## src/rtl/router_pkt_tx_if.sv

```systemverilog
// Host-side and router-side signals of the router packet transmitter.
// The master modport drives the host and router inputs; the slave modport is the transmitter.
interface router_pkt_tx_if #(
  parameter int DEPTH = 64
);
  localparam int CW = $clog2(DEPTH) + 1;

  logic          wr_en;
  logic [7:0]    wr_data;
  logic          buf_full;
  logic [CW-1:0] buf_count;
  logic          start;
  logic [1:0]    start_addr;
  logic [5:0]    start_len;
  logic          tx_idle;
  logic          start_rej;
  logic          busy;
  logic          err;
  logic          packet_valid;
  logic [7:0]    data_out;
  logic          done;
  logic          pkt_err;

  modport master (
    output wr_en, wr_data, start, start_addr, start_len, busy, err,
    input  buf_full, buf_count, tx_idle, start_rej, packet_valid, data_out, done, pkt_err
  );

  modport slave (
    input  wr_en, wr_data, start, start_addr, start_len, busy, err,
    output buf_full, buf_count, tx_idle, start_rej, packet_valid, data_out, done, pkt_err
  );
endinterface

```

## src/rtl/router_pkt_tx.sv

```systemverilog
// Router input-port packet source: buffered payload, header/payload/parity framing,
// busy-stall handling and a post-packet error window reported with done/pkt_err.
module router_pkt_tx #(
  parameter int DEPTH   = 64,
  parameter int CHK_WIN = 4
) (
  input  logic           clk,
  input  logic           rst,
  router_pkt_tx_if.slave bus
);
  localparam int AW = $clog2(DEPTH);
  localparam int CW = AW + 1;
  localparam int WW = $clog2(CHK_WIN + 1);

  typedef enum logic [2:0] {
    S_IDLE    = 3'd0,
    S_HDR     = 3'd1,
    S_PAYLOAD = 3'd2,
    S_PARITY  = 3'd3,
    S_CHECK   = 3'd4
  } state_t;

  logic [7:0]    mem_q [DEPTH];
  logic [AW-1:0] wr_ptr_q;
  logic [AW-1:0] rd_ptr_q;
  logic [CW-1:0] count_q;
  logic [CW-1:0] count_d;
  logic          buf_full_q;
  logic          wr_ok_s;
  logic          pop_s;
  logic [7:0]    rd_byte_s;

  state_t        state_q;
  logic [5:0]    rem_q;
  logic [7:0]    acc_q;
  logic [WW-1:0] win_q;
  logic          flag_q;
  logic          pv_q;
  logic [7:0]    data_q;
  logic          done_q;
  logic          pkt_err_q;
  logic          rej_q;
  logic          idle_q;

  assign wr_ok_s   = bus.wr_en & ~buf_full_q;
  assign rd_byte_s = mem_q[rd_ptr_q];

  // A payload byte leaves the buffer exactly when the FSM advances onto it.
  always_comb begin
    pop_s = 1'b0;
    if (!bus.busy) begin
      case (state_q)
        S_HDR:     pop_s = 1'b1;
        S_PAYLOAD: pop_s = (rem_q != 6'd0);
        default:   pop_s = 1'b0;
      endcase
    end else begin
      pop_s = 1'b0;
    end
  end

  // Occupancy after this edge's accepted write and pop.
  always_comb begin
    count_d = count_q;
    case ({wr_ok_s, pop_s})
      2'b10:   count_d = count_q + CW'(1);
      2'b01:   count_d = count_q - CW'(1);
      default: count_d = count_q;
    endcase
  end

  // Payload storage; contents need no reset because the pointers define validity.
  always_ff @(posedge clk) begin
    if (wr_ok_s) begin
      mem_q[wr_ptr_q] <= bus.wr_data;
    end
  end

  // Circular buffer pointers and occupancy.
  always_ff @(posedge clk or posedge rst) begin
    if (rst) begin
      wr_ptr_q   <= '0;
      rd_ptr_q   <= '0;
      count_q    <= '0;
      buf_full_q <= 1'b0;
    end else begin
      if (wr_ok_s) begin
        wr_ptr_q <= wr_ptr_q + AW'(1);
      end
      if (pop_s) begin
        rd_ptr_q <= rd_ptr_q + AW'(1);
      end
      count_q    <= count_d;
      buf_full_q <= (count_d == CW'(DEPTH));
    end
  end

  // Packet sequencer with registered router and status outputs.
  always_ff @(posedge clk or posedge rst) begin
    if (rst) begin
      state_q   <= S_IDLE;
      rem_q     <= 6'd0;
      acc_q     <= 8'h00;
      win_q     <= '0;
      flag_q    <= 1'b0;
      pv_q      <= 1'b0;
      data_q    <= 8'h00;
      done_q    <= 1'b0;
      pkt_err_q <= 1'b0;
      rej_q     <= 1'b0;
      idle_q    <= 1'b1;
    end else begin
      rej_q     <= 1'b0;
      done_q    <= 1'b0;
      pkt_err_q <= 1'b0;
      case (state_q)
        S_IDLE: begin
          pv_q <= 1'b0;
          if (bus.start) begin
            if ((bus.start_addr == 2'd3) || (bus.start_len == 6'd0) ||
                (count_q < CW'(bus.start_len))) begin
              rej_q <= 1'b1;
            end else begin
              rem_q   <= bus.start_len;
              pv_q    <= 1'b1;
              data_q  <= {bus.start_len, bus.start_addr};
              acc_q   <= {bus.start_len, bus.start_addr};
              state_q <= S_HDR;
              idle_q  <= 1'b0;
            end
          end
        end
        S_HDR: begin
          if (!bus.busy) begin
            data_q  <= rd_byte_s;
            acc_q   <= acc_q ^ rd_byte_s;
            rem_q   <= rem_q - 6'd1;
            state_q <= S_PAYLOAD;
          end
        end
        S_PAYLOAD: begin
          if (!bus.busy) begin
            if (rem_q != 6'd0) begin
              data_q <= rd_byte_s;
              acc_q  <= acc_q ^ rd_byte_s;
              rem_q  <= rem_q - 6'd1;
            end else begin
              pv_q    <= 1'b0;
              data_q  <= acc_q;
              state_q <= S_PARITY;
            end
          end
        end
        S_PARITY: begin
          if (!bus.busy) begin
            data_q  <= 8'h00;
            win_q   <= WW'(CHK_WIN);
            flag_q  <= 1'b0;
            state_q <= S_CHECK;
          end
        end
        S_CHECK: begin
          // The last window cycle's err still counts toward the reported flag.
          if (win_q == WW'(1)) begin
            done_q    <= 1'b1;
            pkt_err_q <= flag_q | bus.err;
            flag_q    <= 1'b0;
            state_q   <= S_IDLE;
            idle_q    <= 1'b1;
          end else begin
            flag_q <= flag_q | bus.err;
            win_q  <= win_q - WW'(1);
          end
        end
        default: begin
          pv_q    <= 1'b0;
          data_q  <= 8'h00;
          state_q <= S_IDLE;
          idle_q  <= 1'b1;
        end
      endcase
    end
  end

  assign bus.buf_full     = buf_full_q;
  assign bus.buf_count    = count_q;
  assign bus.tx_idle      = idle_q;
  assign bus.start_rej    = rej_q;
  assign bus.packet_valid = pv_q;
  assign bus.data_out     = data_q;
  assign bus.done         = done_q;
  assign bus.pkt_err      = pkt_err_q;
endmodule

```

## src/flat_wrapper.sv

```systemverilog
// flat-port wrapper written by rule: the top's interface ports become plain ports
module router_pkt_tx_flat 
#(
  parameter int DEPTH   = 64,
  parameter int CHK_WIN = 4
)
  (clk, rst, bus_wr_en, bus_wr_data, bus_start, bus_start_addr, bus_start_len, bus_busy, bus_err, bus_buf_full, bus_buf_count, bus_tx_idle, bus_start_rej, bus_packet_valid, bus_data_out, bus_done, bus_pkt_err);
  router_pkt_tx_if #(.DEPTH(DEPTH)) bus_i ();
  input  logic clk;
  input  logic rst;
  input wire logic [$bits(bus_i.wr_en)-1:0] bus_wr_en;
  input wire logic [$bits(bus_i.wr_data)-1:0] bus_wr_data;
  input wire logic [$bits(bus_i.start)-1:0] bus_start;
  input wire logic [$bits(bus_i.start_addr)-1:0] bus_start_addr;
  input wire logic [$bits(bus_i.start_len)-1:0] bus_start_len;
  input wire logic [$bits(bus_i.busy)-1:0] bus_busy;
  input wire logic [$bits(bus_i.err)-1:0] bus_err;
  output wire logic [$bits(bus_i.buf_full)-1:0] bus_buf_full;
  output wire logic [$bits(bus_i.buf_count)-1:0] bus_buf_count;
  output wire logic [$bits(bus_i.tx_idle)-1:0] bus_tx_idle;
  output wire logic [$bits(bus_i.start_rej)-1:0] bus_start_rej;
  output wire logic [$bits(bus_i.packet_valid)-1:0] bus_packet_valid;
  output wire logic [$bits(bus_i.data_out)-1:0] bus_data_out;
  output wire logic [$bits(bus_i.done)-1:0] bus_done;
  output wire logic [$bits(bus_i.pkt_err)-1:0] bus_pkt_err;
  assign bus_i.wr_en = bus_wr_en;
  assign bus_i.wr_data = bus_wr_data;
  assign bus_i.start = bus_start;
  assign bus_i.start_addr = bus_start_addr;
  assign bus_i.start_len = bus_start_len;
  assign bus_i.busy = bus_busy;
  assign bus_i.err = bus_err;
  assign bus_buf_full = bus_i.buf_full;
  assign bus_buf_count = bus_i.buf_count;
  assign bus_tx_idle = bus_i.tx_idle;
  assign bus_start_rej = bus_i.start_rej;
  assign bus_packet_valid = bus_i.packet_valid;
  assign bus_data_out = bus_i.data_out;
  assign bus_done = bus_i.done;
  assign bus_pkt_err = bus_i.pkt_err;
  router_pkt_tx #(.DEPTH(DEPTH), .CHK_WIN(CHK_WIN)) u_core (.clk(clk), .rst(rst), .bus(bus_i));
endmodule
```

## config.mk

```make
export PLATFORM = sky130hd
export DESIGN_NAME = router_pkt_tx_flat
export DESIGN_NICKNAME = d
export VERILOG_FILES = /design/src/rtl/router_pkt_tx_if.sv /design/src/rtl/router_pkt_tx.sv /design/src/flat_wrapper.sv
export SDC_FILE = /design/constraint.sdc
export NUM_CORES = 1
export LEC_CHECK = 0
export BUFFER_PORTS_ARGS = -buffer_cell sky130_fd_sc_hd__buf_2
export CORE_UTILIZATION = 55
export CTS_CLUSTER_DIAMETER = 150
export DETAILED_ROUTE_END_ITERATION = 12
export PLACE_DENSITY = 0.74
export SYNTH_ARGS = -nofsm -noshare
export SYNTH_HDL_FRONTEND = slang
export SYNTH_SLANG_ARGS = --single-unit
```

## constraint.sdc

```tcl
create_clock -name clk -period 8.5 [get_ports clk]
set_input_delay 0.85 -clock clk [delete_from_list [all_inputs] [get_ports clk]]
set_output_delay 0.85 -clock clk [all_outputs]
set_load 0.05 [all_outputs]
```

# Word level (Yosys, flattened, before mapping)
# Memories as Yosys holds them, arrays and structs flattened.
# Cells that the tools add are included.
[word_totals] ram_bits=512 register_bits=54 mem_count=1 romBits=0 elab_cells=115 input_bits=22 latchBits=0
[op_classes] add_sub_neg=6 multipliers=0 n_eq_ne=18 n_bitwise=7 reduce_logical=16 n_div=0 n_lt_le_gt_ge=1 shift=0 mux=51
[mem_list] memory="u_core.mem_q" depth=64 width=8 rd=1 rd_ports_with_merged_regs=0 wr=1 line="router_pkt_tx.sv:23" rtl="logic [7:0] mem_q [DEPTH];"
[ops] operator="two-way mux 8 bit" n=9
[ops] operator="one-hot mux 8 bit (5 select lines)" n=1
[ops] operator="two-way mux 6 bit" n=5
[ops] operator="two-way mux 3 bit" n=8
[ops] operator="one-hot mux 8 bit (3 select lines)" n=1
[ops] operator="two-way mux 1 bit" n=19
[ops] operator="one-hot mux 6 bit (3 select lines)" n=1
[ops] operator="one-hot mux 3 bit (5 select lines)" n=1
[ops] operator="!= test 2 bit, second input constant" n=7
[ops] operator="one-hot mux 7 bit (2 select lines)" n=1
[ops] operator="adder 6 x 1 -> 6 bit, second input constant" n=2
[ops] operator="AND reduction 6 bit" n=2
[ops] operator="bitwise XOR 8 bit" n=1
[ops] operator="adder 7 x 1 -> 7 bit, second input constant" n=1
[ops] operator="== test 7 bit, second input constant" n=1
[ops] operator="< comparator 7 x 6 -> 1 bit" n=1
[ops] operator="AND reduction 7 bit" n=1
[ops] operator="subtractor 7 x 1 -> 7 bit, second input constant" n=1
[ops] operator="== test 3 x 1 -> 1 bit, second input constant" n=2
[ops] operator="== test 3 x 2 -> 1 bit, second input constant" n=2
[ops] operator="logical NOT 6 bit" n=1
[ops] operator="one-hot mux 1 bit (3 select lines)" n=2
[ops] operator="one-hot mux 3 bit (2 select lines)" n=1
[ops] operator="AND reduction 3 bit" n=2
[ops] operator="18 further kinds" n=26

# Longest topological paths before layout
# Gate-level depths: netlist of run 1.
[depth] ltp_word=6 mapped_depth=15 ltp_nobuf=13

# Worst setup path after synthesis of run 1
# Ideal clock, no wire load.
[synth_path] path_kind="flip-flop to flip-flop" startpoint="register u_core.state_q[0]" endpoint="register u_core.buf_full_q, in the netlist u_core.bus.buf_full" t_arrival_ns=3.118 required_ns=8.395 path_stages_with_launch=13 synth_period_minus_slack_ns=3.223 setup_slack_ns=5.277 setup_time_ns=0.105 n_path_buf=3 cell_sequence="dfrtp_1 clkbuf_1 nand2b_1 o21bai_1 a211oi_1 clkbuf_1 ha_1 clkbuf_1 a21oi_1 xnor2_1 or4b_1 a211o_1 nor4b_1"
[synth_via] elab_chain_len=6
[synth_rtl] element="start, declared" line="router_pkt_tx.sv:33" rtl="state_t state_q;"
[synth_rtl] element="start signal, assigned" line="router_pkt_tx.sv:101" rtl="state_q <= S_IDLE;"
[synth_rtl] element="start signal, assigned" line="router_pkt_tx.sv:128" rtl="state_q <= S_HDR;"
[synth_rtl] element="start signal, assigned" line="router_pkt_tx.sv:138" rtl="state_q <= S_PAYLOAD;"
[synth_rtl] element="== test 3 x 2 -> 1 bit / == test 3 x 1 -> 1 bit (equally long branches)" line="router_pkt_tx.sv:52" rtl="case (state_q)"
[synth_rtl] element="one-hot mux 1 bit (2 select lines) *" line="router_pkt_tx.sv:52"
[synth_rtl] element="two-way mux 1 bit *" line="router_pkt_tx.sv:51" rtl="if (!bus.busy) begin"
[synth_rtl] element="== test 2 x 1 -> 1 bit / == test 2 bit (equally long branches)" line="router_pkt_tx.sv:65" rtl="case ({wr_ok_s, pop_s})"
[synth_rtl] element="one-hot mux 7 bit (2 select lines) *" line="router_pkt_tx.sv:65"
[synth_rtl] element="== test 7 bit *" line="router_pkt_tx.sv:94" rtl="buf_full_q <= (count_d == CW'(DEPTH));"
[synth_rtl] element="end signal, assigned" line="router_pkt_tx.sv:94"
[synth_rtl] element="end, declared" line="router_pkt_tx.sv:28" rtl="logic buf_full_q;"
# Mark *: on every way between the ends. The rest lies on a longest branch, timed or not.
# A chain may end at the register's enable or synchronous reset.

# Worst setup path in the final report of run 1
[layout_path] startpoint="register u_core.rd_ptr_q[1]" endpoint="register u_core.acc_q[1]"
[layout_via] elab_chain_len=5
[layout_rtl] element="start, declared" line="router_pkt_tx.sv:25" rtl="logic [AW-1:0] rd_ptr_q;"
[layout_rtl] element="start signal, assigned" line="router_pkt_tx.sv:91" rtl="rd_ptr_q <= rd_ptr_q + AW'(1);"
[layout_rtl] element="memory read (64 x 8 bit) *"
[layout_rtl] element="bitwise XOR 8 bit *" line="router_pkt_tx.sv:136, router_pkt_tx.sv:145"
[layout_rtl] element="two-way mux 8 bit" line="router_pkt_tx.sv:143" rtl="if (rem_q != 6'd0) begin"
[layout_rtl] element="two-way mux 8 bit" line="router_pkt_tx.sv:142" rtl="if (!bus.busy) begin"
[layout_rtl] element="one-hot mux 8 bit (3 select lines) *" line="router_pkt_tx.sv:116" rtl="case (state_q)"
[layout_rtl] element="end signal, assigned" line="router_pkt_tx.sv:127" rtl="acc_q <= {bus.start_len, bus.start_addr};"
[layout_rtl] element="end signal, assigned" line="router_pkt_tx.sv:136" rtl="acc_q <= acc_q ^ rd_byte_s;"
[layout_rtl] element="end signal, assigned" line="router_pkt_tx.sv:145" rtl="acc_q <= acc_q ^ rd_byte_s;"
[layout_rtl] element="end, declared" line="router_pkt_tx.sv:35" rtl="logic [7:0] acc_q;"
# Mark *: on every way between the ends. The rest lies on a longest branch, timed or not. The select of a mux whose other input is x is not followed.

==> results.toml, run 1 <==
[cts]
post_cts.repair.setup_buffers = 0
clock_latency_ps = 600
cts_tree = "built"
cts_root_buf = "clkbuf_16"
cts.clk_slew.worst_paths_ps = 60
cts_max_level = 2
ctsResizeCount = 0
numCtsBuffers = 55
holdBufCountCts = 0
clock_sinks = 566
clk_path_buf_depth = 3

[sta]
max-slew-margin-rel = 0.1482
final.min_clock_period_ps = 3923
skew_ps = 16.62
rsz0062_at_grt = "no"
finalSetupTns_ps = 0
min_period_over_period = 0.4615
setup_viol = 0
tightest_slew_ps = 1278
whs_ps = 468.5
finalMaxSlewViolations = 0
fmax_mhz = 254.9
hold_viol = 0
worst_slack_ps = 4577

[floorplanning]
die_w_um = 208.0
die_area_um2 = 43250
rows = 75
die_h_um = 208.0
core_um2 = 41850
start_util = 0.5575
io_pins = 43

[synthesis]
synthCells = 1377
synth.top_cells.by_area = "edfxtp_1 66%, mux2i_1 6.3%, dfrtp_1 5.7%, mux4_2 4.0%, mux4_1 2.5%"
synth_warnings = 0
syn_area_per_cell_um2 = 16.94
synth_area_leader_cell = "edfxtp_1"
ys_ff_latch = 566
yosysSeqAreaShare = 0.7170
async_flop_share = 0.09541
ys_types = 70
syn-num-nets = 1412
ys.flop_type = "edfxtp_1"
synth_edf_count = 512
synthesis.area_um2 = 23330
yosysTopAreaCellShare = 0.6590

[critical_path]
critical-path-max-stage-delay_ps = 860
path_max_fanout = 63
cp.required_ps = 8980
path_cells = "buf_4 > mux4_2 > a211oi_1 > a22oi_1 > or4_1 > o31ai_1 > nor3b_1"
cp-start-kind = "register"
crit_family = "compound AO/OA/AOI/OAI gates"
path_class = "reg2reg"
cp.arrival_ps = 4400
cp_slowest_cell = "buf_4"
worst-path-buf-inv = 1
end_kind = "register"

[grt]
grt_pass1_vias = 12600
antenna_found_initial = 0
overflow = 0
grt_max_degree = 108
grt_pass1_wl_um = 78580
grtUsageTotal = 0.2440

[place]
hpwl_um = 31530
gp_congestion = 0.8194
port_buffers = 42
pre_cts_ws_ps = 4417

[worst_hold_path]
hold_class = "in2async"

[drt]
wl_per_cell_um = 25.99
ant_nets = 0
drt_first_pass_iters = 5
vias = 12830
drt-initial-drc-count = 1403
drc = 0
routed_wl_um = 51930
viasPerCell = 6.422

[power]
cellLeakagePower_nw = 8.786
vdd_drop_max_v = 0.0002164
powerDensity_nw_per_um2 = 338.5

[cells_and_area]
n_fill_cell = 2934
final_cell_mix = "512 x edfxtp_1, 147 x mux2i_1, 92 x nor2_1"
drive_gt1_frac = 0.1494
antenna_cells = 0
mostFrequentLayoutCell = "edfxtp_1"
syn_to_final_growth_pct = 10.22
final_nets = 1449

[flow_run]
cap_violations = 0

[outcome]
status = "complete, no violations"
[layer usage]
| layer | part of all wire | track usage |
|---|---|---|
| met1 | 0.42 | 0.3510 |
| met2 | 0.46 | 0.3711 |
| met5 | 0 | 0 |
| met3 | 0.077 | 0.05162 |
| met4 | 0.034 | 0.08991 |
[where the power goes]
part	switching, mW	leakage [nW]	internal (mW)
Sequential	0.253	5.26	3.26
Combinational	1.76	2.67	1.06
Clock	1.01	0.860	1.37
[area by class of cell]
cell class / count / area [um2] / share of cell area
repair buffers: 65 / 395.4 / 0.01537
well taps: 539 / 674.4 / 0.02622
multi-input cells: 702 / 6071 / 0.2361
inverters: 24 / 90.09 / 0.003503
clock inverters: 35 / 286.5 / 0.01114
flip-flops and latches: 566 / 16730 / 0.6508
clock buffers: 67 / 1464 / 0.05693
[stage by stage]
step,power [mW],area [um2],util,instances
2_1_floorplan,5.514,23330,-,1377
3_3_place_gp,6.270,23970,0.5726,1896
3_5_place_dp,6.339,23970,0.5726,1896
4_1_cts,8.700,25720,0.6144,1998
5_1_grt,9.036,25720,0.6144,1998
6_report,8.705,25720,0.6144,1998
[logic make-up after synthesis]
logic type / Yosys count / synth area share
simple gates: 223 / 0.04633
mux: 220 / 0.1322
xor+xnor: 18 / 0.006757
compound gates: 228 / 0.06730
buf+inv: 109 / 0.02344
fa+ha+maj: 13 / 0.006972
flops: 566 / 0.7170
[worst register-to-register path, stage by stage (launching register included)]
cell      delay [ps]
dfrtp_4          790
buf_4            880
mux4_2           520
a211oi_1         690
a22oi_1          270
or4_1            470
o31ai_1           80
nor3b_1           80
[registers in the layout (all words and copies together), names as in the netlist, 6 cells and up]
register              flops
u_core.acc_q              8
u_core.bus.buf_count      7
u_core.bus.data_out       8
u_core.mem_q            512
u_core.rd_ptr_q           6
u_core.rem_q              6
u_core.wr_ptr_q           6
[path summary, 6_finish.rpt]
| check | from | endpoint | slack [ps] | cells past startpoint |
|---|---|---|---|---|
| max in group asynchronous | rst | u_core.rd_ptr_q[1] | 7470 | 3 |
| worst min-delay path | rst | u_core.rem_q[5] | 470 | 3 |
| min in group clk | u_core.flag_q | u_core.bus.pkt_err | 490 | 1 |
| worst max register to register | u_core.rd_ptr_q[1] | u_core.acc_q[1] | 4580 | 7 |
| worst max-delay path | u_core.rd_ptr_q[1] | u_core.acc_q[1] | 4580 | 7 |
| worst min register to register | u_core.flag_q | u_core.bus.pkt_err | 490 | 1 |
[cell usage after synthesis (8+ instances only)]
master,instances
mux4_2,41
nand2_1,32
a21oi_1,43
o221ai_1,13
a211oi_1,16
mux2i_1,147
a221oi_1,16
o21ai_0,28
ha_1,13
edfxtp_1,512
dfrtp_1,53
nor2_1,92
buf_2,29
inv_1,24
nor2b_1,8
mux2_2,10
clkbuf_1,38
mux4_1,22
xnor2_1,12
o22ai_1,18
nor3_1,9
a22oi_1,46
or2_2,8
nand3_1,27
No activity file was read; power rests on OpenSTA's default activity.
==> inputs of run 2 (changes only) <==
- clock period: 8.5 -> 4.1 ns (I/O delays scaled with it)
==> results.toml, run 2 (synthesis gave the netlist of run 1 again) <==
[critical_path]
cp-start-kind = "register"
path_max_fanout = 12
worstSetupStartpoint = "u_core.rem_q[2]"
end_kind = "register"
reg2reg_setup_slack_ps = 620
worstSetupEndpoint = "u_core.bus.buf_full"
crit-reg2reg-launch = "u_core.rem_q[2]"
r2r-end = "u_core.bus.buf_full"
path_class = "reg2reg"
rr_worst_depth = 12
cp.required_ps = 4590
cp.arrival_ps = 3970

[cells_and_area]
final_cell_mix = "512 x edfxtp_1, 147 x mux2i_1, 92 x nor2_1"
mostFrequentLayoutCell = "edfxtp_1"
largest_register = "u_core.mem_q"
antenna_cells = 0
final_area_um2 = 25730
final_nets = 1460
fin_cells = 2007
post-route-util = 0.6149
syn_to_final_growth_pct = 10.30
n_fill_cell = 2921
largest_register_ff_count = 512
drive_gt1_frac = 0.1485

[drt]
routed_wl_um = 53140
vias = 12930
ant_nets = 0
drt-initial-drc-count = 1310
drt_first_pass_iters = 6
viasPerCell = 6.442
wl_per_cell_um = 26.48
drc = 0

[worst_hold_path]
hold_class = "in2async"

[grt]
grtUsageTotal = 0.2483
grt_max_degree = 65
top_usage_layer = "met2"
overflow = 0
antenna_found_initial = 1
grtUsageMet1 = 0.3376
grt_pass1_wl_um = 79310
grt_util_met3 = 0.06596
use_met2 = 0.3889
grt_pass1_vias = 12800

[cts]
clock_sinks = 566
post_cts.repair.setup_buffers = 0
ctsResizeCount = 0
numCtsBuffers = 54
cts_root_buf = "clkbuf_16"
cts_tree = "built"
cts_max_level = 2
clk_path_buf_depth = 3
cts.clk_slew.worst_paths_ps = 60
holdBufCountCts = 0
clock_latency_ps = 610

[place]
pre_cts_ws_ps = 681.4
gp_congestion = 0.8659
port_buffers = 42
hpwl_um = 33940
place_area_um2 = 24100
placed_cells = 1908

[floorplanning]
rows = 75
die_area_um2 = 43250
core_um2 = 41850
start_util = 0.5575
io_pins = 43
die_h_um = 208.0
die_w_um = 208.0

[flow_run]
cap_violations = 0

[sta]
max-slew-margin-rel = 0.1520
hold_viol = 0
min_period_over_period = 0.8489
setup_viol = 0
tightest_slew_ps = 1272
finalSetupTns_ps = 0
skew_ps = 21.07
fmax_mhz = 287.3
whs_ps = 12.67
worst_slack_ps = 619.7
final.min_clock_period_ps = 3480
finalMaxSlewViolations = 0
rsz0062_at_grt = "no"

[power]
vdd_drop_max_v = 0.0004285
p_total_mw = 17.83
powerDensity_nw_per_um2 = 692.8
cellLeakagePower_nw = 8.793

[outcome]
status = "complete, no violations"
==> run 2: cell count changes in the layout (fill, tap and decap cells not counted), sizes merged <==
cell and change:
buf +12, clkinv -3, bufinv -2, inv +2, clkbuf +1, clkinvlp -1
==> run 2: how the worst min path moves through the flow <==
| stage | from | to | slack [ps] | cells past startpoint |
|---|---|---|---|---|
| detailed placement | u_core.flag_q | u_core.bus.pkt_err | 470 | 1 |
| floorplan | u_core.flag_q | u_core.bus.pkt_err | 450 | 1 |
| global placement | u_core.flag_q | u_core.bus.pkt_err | 460 | 1 |
| finish | rst | u_core.bus.data_out[6] | 10 | 3 |
| CTS | rst | u_core.wr_ptr_q[5] | 10 | 3 |
| global route | bus_err | u_core.bus.pkt_err | 60 | 2 |
==> run 2: critical path, stage by stage, from the launching register on <==
cell	delay [ps]
dfrtp_1	430
or4_1	580
o21bai_1	190
a211oi_2	90
buf_4	210
ha_1	320
o31a_1	150
a2111oi_0	380
nand3_1	180
a21oi_1	200
xor2_1	110
a211o_1	270
nor4b_1	260
==> run 2: layout make-up <==
cell class              instances  area [um2]  area share
flip-flops and latches        566       16730      0.6503
repair buffers                 77       535.5     0.02081
well taps                     539       674.4     0.02621
multi-input cells             702        6066      0.2357
inverters                      24       90.09    0.003501
clock inverters                31       229.0    0.008898
clock buffers                  68        1404     0.05455
==> run 2: per-layer routing <==
metal / vias to the layer above / routed length [um]
met1: 6554 / 21040
li1: 5608 / -
met5: - / 32
met2: 656 / 25270
met4: 4 / 1593
met3: 108 / 5200
==> run 2: where the power goes <==
group          leakage (nW)  internal [mW]  switching [mW]  total [mW]
sequential             5.26           6.75           0.639        7.39
clock                 0.792           2.60            2.04        4.64
combinational          2.74           2.27            3.52        5.79
total                  8.79           11.6            6.20        17.8
